===== src/rtl/seg_scanner.sv =====
// Time-multiplexed 8-digit scanner over a 16-entry message buffer, with an
// optional scrolling window and a registered pulse when the window wraps.
module seg_scanner #(
    parameter int SCAN_DIV   = 100000,
    parameter int SCROLL_DIV = 50000000,
    parameter int MSG_LEN    = 16
) (
    input  logic       clk,
    input  logic       rst,
    input  logic       wr_en,
    input  logic [3:0] wr_addr,
    input  logic [4:0] wr_data,
    input  logic       scroll_en,
    output logic [4:0] seg_code,
    output logic [7:0] digit_en,
    output logic       wrap_pulse
);
    localparam int SCAN_W   = (SCAN_DIV > 1) ? $clog2(SCAN_DIV) : 1;
    localparam int SCROLL_W = (SCROLL_DIV > 1) ? $clog2(SCROLL_DIV) : 1;
    localparam logic [SCAN_W-1:0]   SCAN_LAST   = SCAN_W'(SCAN_DIV - 1);
    localparam logic [SCROLL_W-1:0] SCROLL_LAST = SCROLL_W'(SCROLL_DIV - 1);
    localparam logic [4:0]          BLANK       = 5'h1F;

    logic [4:0]          msg_reg [MSG_LEN];
    logic [MSG_LEN-1:0]  wr_sel;
    logic [SCAN_W-1:0]   scnt_reg;
    logic [2:0]          idx_reg;
    logic [SCROLL_W-1:0] rcnt_reg;
    logic [3:0]          offset_reg;
    logic [3:0]          rd_addr;
    logic                scan_last;
    logic                scroll_last;

    genvar gi;
    generate
        for (gi = 0; gi < MSG_LEN; gi++) begin : g_wr_sel
            assign wr_sel[gi] = wr_en && (wr_addr == 4'(gi));
        end
    endgenerate

    // Buffer is plain registers because every entry must reset to blank.
    always_ff @(posedge clk) begin
        for (int i = 0; i < MSG_LEN; i++) begin
            if (rst) begin
                msg_reg[i] <= BLANK;
            end else if (wr_sel[i]) begin
                msg_reg[i] <= wr_data;
            end
        end
    end

    assign scan_last   = (scnt_reg == SCAN_LAST);
    assign scroll_last = (rcnt_reg == SCROLL_LAST);
    // Natural 4-bit wrap gives the circular window over the 16 slots.
    assign rd_addr     = offset_reg + {1'b0, idx_reg};

    always_ff @(posedge clk) begin
        if (rst) begin
            scnt_reg   <= '0;
            idx_reg    <= '0;
            rcnt_reg   <= '0;
            offset_reg <= '0;
            seg_code   <= BLANK;
            digit_en   <= 8'h01;
            wrap_pulse <= 1'b0;
        end else begin
            scnt_reg <= scan_last ? '0 : scnt_reg + 1'b1;
            if (scan_last) begin
                idx_reg <= idx_reg + 3'd1;
            end

            if (scroll_en) begin
                rcnt_reg <= scroll_last ? '0 : rcnt_reg + 1'b1;
                if (scroll_last) begin
                    offset_reg <= offset_reg + 4'd1;
                end
            end else begin
                rcnt_reg   <= '0;
                offset_reg <= '0;
            end

            // Only a genuine 15 -> 0 scroll step pulses; the scroll_en snap-back does not.
            wrap_pulse <= scroll_en && scroll_last && (offset_reg == 4'hF);
            seg_code   <= msg_reg[rd_addr];
            digit_en   <= 8'b1 << idx_reg;
        end
    end
endmodule

===== config.mk =====
export PLATFORM = sky130hd
export DESIGN_NAME = seg_scanner
export DESIGN_NICKNAME = d
export VERILOG_FILES = /design/src/rtl/seg_scanner.sv
export SDC_FILE = /design/constraint.sdc
export NUM_CORES = 1
export LEC_CHECK = 0
export CAP_MARGIN = 0
export CORE_MARGIN = 3
export CORE_UTILIZATION = 55
export DETAILED_ROUTE_END_ITERATION = 12
export PLACE_DENSITY = 0.83
export RECOVER_POWER = 50
export REMOVE_ABC_BUFFERS = 1
export SYNTH_ARGS = -nofsm -noshare
export SYNTH_HDL_FRONTEND = slang
export SYNTH_SLANG_ARGS = --single-unit
export TNS_END_PERCENT = 5

===== constraint.sdc =====
create_clock -name clk -period 2 [get_ports clk]
set_clock_uncertainty 0.1 [all_clocks]
set_input_delay 0.4 -clock clk [delete_from_list [all_inputs] [get_ports clk]]
set_output_delay 0.4 -clock clk [all_outputs]
set_load 0.03 [all_outputs]

Word-level counts from Yosys, hierarchy flattened

Memory sizes are Yosys's and may differ from the RTL's. A register that Yosys moved wholly into a read port is not among the register bits.
Cells that the tools add are included.

Input bits: 13
Memories kept: 1
Flip-flop bits (word level): 59
RAM bits: 80
Logic and storage cells: 136
Output and inout port bits: 14

Memory list:

| memory  | words | bits a word | rd ports | clocked after memory_dff | write ports | line | source |
|---|---|---|---|---|---|---|---|
| msg_reg | 16    | 5           | 1        | 1                        | 16          | 24   | `logic [4:0] msg_reg [MSG_LEN];` |

Add/sub/neg operators: 5
Eq/ne operators: 18
Reductions and logical operators: 22
Shifts and indexed selects: 1
Mux-type cells: 66
Bitwise gates (word level): 17

Operators by type and width:

| kind                                             | count |
|---|---|
| two-way mux 5 bit                                | 16 |
| two-way mux 1 bit                                | 50 |
| == test 4 bit (second input constant)            | 9 |
| adder 26 x 1 -> 26 bit (second input constant)   | 1 |
| == test 26 bit (second input constant)           | 1 |
| logical AND 1 bit                                | 18 |
| adder 17 x 1 -> 17 bit (second input constant)   | 1 |
| == test 17 bit (second input constant)           | 1 |
| == test 4 x 3 -> 1 bit (second input constant)   | 4 |
| bitwise OR 1 bit                                 | 16 |
| == test 4 x 2 -> 1 bit (second input constant)   | 2 |
| left shift 1 x 3 -> 8 bit (first input constant) | 1 |
| adder 4 x 1 -> 4 bit (second input constant)     | 1 |
| adder 4 x 3 -> 4 bit                             | 1 |
| == test 4 x 1 -> 1 bit (second input constant)   | 1 |
| logical NOT 4 bit                                | 1 |
| OR reduction 2 bit                               | 2 |
| adder 3 x 1 -> 3 bit (second input constant)     | 1 |
| OR reduction 3 bit                               | 1 |
| inverter 1 bit                                   | 1 |

Logic depth before layout (Yosys ltp)

Gate-level depths: netlist of run 1.

Word-level depth: 6
Gate-level depth with buffers: 8
Mapped depth without buffers: 6

Worst setup path before layout of run 1

Ideal clock, no wire load.

Path kind: register to register
Start point: register idx_reg[0]
End point: register seg_code[0], read port of msg_reg
Setup time: 0.135 ns
Buffers on the path: 2
Cell stages (with the launch flop): 9
Data arrival time: 1.847 ns
Setup slack: -0.082 ns
Period minus slack after synthesis: 2.082 ns
Data required time: 1.765 ns
Path through: dfxtp_1 ha_1 fa_1 clkbuf_1 buf_2 mux2i_1 nand3_1 nand4_1 a22oi_1

Cells in the longest elaborated chain, start to end: 1

RTL lines:

| what                   | line | source |
|---|---|---|
| start, declared        | 27   | `logic [2:0] idx_reg;` |
| start signal, assigned | 69   | `idx_reg <= idx_reg + 3'd1;` |
| adder 4 x 3 -> 4 bit   | 55   | `assign rd_addr = offset_reg + {1'b0, idx_reg};` |
| end, declared          | 14   | `output logic [4:0] seg_code,` |

Every way passes these cells.
A chain may end at the register's enable or synchronous reset.

Worst setup path after layout of run 1

Start point: register offset_reg[0]
End point: register seg_code[0], read port of msg_reg

Cells in the longest elaborated chain, start to end: 1

RTL lines:

| what                   | line | source |
|---|---|---|
| start, declared        | 29   | `logic [3:0] offset_reg;` |
| start signal, assigned | 75   | `offset_reg <= offset_reg + 4'd1;` |
| adder 4 x 3 -> 4 bit   | 55   |  |

Every way passes these cells.

==> results of run 1 <==
==> worst paths after layout <==
path / start / endpoint / slack, ps / cells after the start
setup / recovery: offset_reg[0] / seg_code[0] / -190 / 8
hold / removal: scnt_reg[0] / scnt_reg[0] / 370 / 1
setup reg to reg: offset_reg[0] / seg_code[0] / -190 / 8
hold reg to reg: scnt_reg[0] / scnt_reg[0] / 370 / 1
==> power groups by stage <==
stage | clock network (mW) | registers (mW) | logic [mW]
floorplan | 0 | 3.33 | 0.136
global placement | 0 | 3.33 | 0.339
detailed placement | 0 | 3.34 | 0.352
CTS | 3.62 | 3.28 | 0.359
global route | 3.73 | 3.29 | 0.378
finish | 3.59 | 3.29 | 0.355
==> stage by stage <==
stage                     setup WS [ps]  power [mW]  cells
after floorplan                   -1110        3.47    605
after global placement             -258        3.67    864
after detailed placement           -307        3.69    864
after CTS                          -186        7.26    901
after global routing               -276        7.40    901
final                              -194        7.23    901
==> cell usage after synthesis, types with 3 or more instances <==
master / count
buf_2: 5
inv_1: 11
and3_1: 9
o21ai_0: 20
xor2_1: 17
nor2b_1: 3
o41ai_1: 3
nor2_1: 35
nand2b_1: 25
and2_1: 5
dfxtp_1: 64
ha_1: 10
o31ai_1: 14
or2_2: 47
xnor2_1: 10
or4_1: 8
and4_1: 5
or3_1: 25
a21oi_1: 19
nand2_1: 27
buf_6: 5
clkbuf_2: 3
edfxtp_1: 80
nand4_1: 23
a22oi_1: 5
nor4_1: 8
nand3_1: 61
clkbuf_1: 23
nor3_1: 9
mux2i_1: 40
==> layout make-up <==
cell class / instances / area (µm²) / area share (%)
Inverter: 11 / 41.3 / 0.489
Sequential cell: 144 / 3690 / 43.6
Clock buffer: 21 / 460 / 5.45
Tap cell: 168 / 210 / 2.49
Multi-Input combinational cell: 450 / 3040 / 36.0
Clock inverter: 11 / 209 / 2.47
Timing Repair Buffer: 96 / 805 / 9.52
==> worst register-to-register path, cell delays in order (launching register included) <==
cell and delay (ps):
dfxtp_2 330, ha_4 160, fa_2 550, buf_6 150
buf_12 140, mux2i_4 270, nand3_2 110, nand4_1 150
a22oi_1 100
==> per-layer routing <==
metal | track usage [%] | part of all wire, % | vias up
met5 | 0 | 0 | -
met4 | 12.8 | 3.4 | 0
met3 | 5.77 | 6.7 | 48
met2 | 40.9 | 50 | 218
met1 | 29.1 | 40 | 2559
li1 | - | - | 2512
==> cell families after synthesis <==
kind of cell	after synthesis	share of synthesized area, %
buf+inv	48	3.36
mux	41	5.98
xor+xnor	27	3.44
compound gates	67	6.13
flops	144	53.5
simple gates	304	25.4
fa+ha+maj	11	2.11
==> timing repair <==
action,4_1_cts,5_1_grt
pin swaps,6,6
cloned,2,1
setup endpoints to repair,6,32
setup buffers,3,0
resized for setup,8,15
==> out/results.tsv, run 1 <==
metric	value	unit
cts.sinks	144	
viasPerCell	5.92	
yosys.area.top_type_share	34.9	%
grt_max_degree	27	
clk_path_buf_depth	2	
clockPowerShare	49.6	%
crit_slowest_cell	fa_2	
drc_errors	0	
critPathRequiredTime	2210	ps
most-common-layout-cells	edfxtp_1 (80), dfxtp_1 (62), nand3_1 (60), or2_2 (47), buf_4 (36)	
cp_top_family	adder cells	
dieArea	13900	µm²
final_common_cell	edfxtp_1	
cp.arrival	2400	ps
power-per-cell-area	855	nW/µm²
place_area	7690	µm²
place_hpwl	10.9	mm
setup_violations	31	
hold_viol	0	
startpoint_type	flip-flop	
synthesis.area	6880	µm²
cap_violations	0	
path_max_fanout	5	
grt_pass1_wl	26.6	mm
violations	setup timing	
post_drt_wl_per_cell	18.6	µm
ctsHoldBuffers	0	
synth_area_leaders	edfxtp_1 (35%), dfxtp_1 (19%), mux2i_1 (5.8%), nand3_1 (4.4%), or2_2 (4.3%)	
syn2layout_area_growth	22.8	%
cts_tree	built	
gr-total-overflow	0	
ys_types	48	
fin_crit_sh	110	%
leakagePower	2.82	nW
worst_slew_pin_slew	706	ps
synth-edff-count	80	
numCtsBuffers	17	
ys_ff_latch	144	
setup_ws	-194	ps
die_h	118	µm
critPathKind	reg2reg	
fillers	916	
syn_avg_cell_area	10.7	µm²
grt_antenna_before_repair	0	
nets	744	
finalSetupTns	-1500	ps
max_freq	456	MHz
switching_share	20.1	%
ant_nets	0	
async_flop_share	0	%
p_comb_share	4.9	%
timing.slew.headroom	53.0	%
cts-htree-levels	4	
fin_util	69.8	%
cts-root-buf	clkbuf_16	
ys_seq_area_share	53.5	%
switching_power	1.45	mW
cp-end-kind	flip-flop	
clkTransAtPathRegs	60	ps
num_vias	5337	
drt-total-wl	16.8	mm
design_area	8450	µm²
grt_pass1_vias	5374	
yosysWarnings	0	
core_area	12100	µm²
largest_reg_flops	80	
seqPwrFrac	45.5	%
num_rows	40	
p_int	5.77	mW
path_cells	ha_4, fa_2, buf_6, buf_12, mux2i_4, nand3_2, nand4_1, a22oi_1	
drt_iter0_drc	390	
hold_path_class	reg2reg	
grt_use_total	24.4	%
insertion_delay	430	ps
ios	27	
synth_flop_cell	edfxtp_1	
hold_slack	369	ps
drive_gt1_share	21.4	%
die_w	118	µm
period_needed	2190	ps
drtPass1Iterations	5	
status	finished with violations	
initial_utilization	56.8	%
place_congestion	0.840	
rsz0062_at_grt	true	
antenna_cells	0	
drv_slew	0	
port_buffers	26	
peakVddDrop	0.533	mV
max_stage_delay	550	ps
cp_num_buf_inv	2	
synth_top_cell_by_area	edfxtp_1	
syn_inst	642	
(Power assumes the default switching activity.)
==> inputs of run 2 (changes only) <==
CTS_CLUSTER_DIAMETER = 60   (was default)
==> results of run 2 <==
Final layout, timing and power as in run 1 (identical DEF).
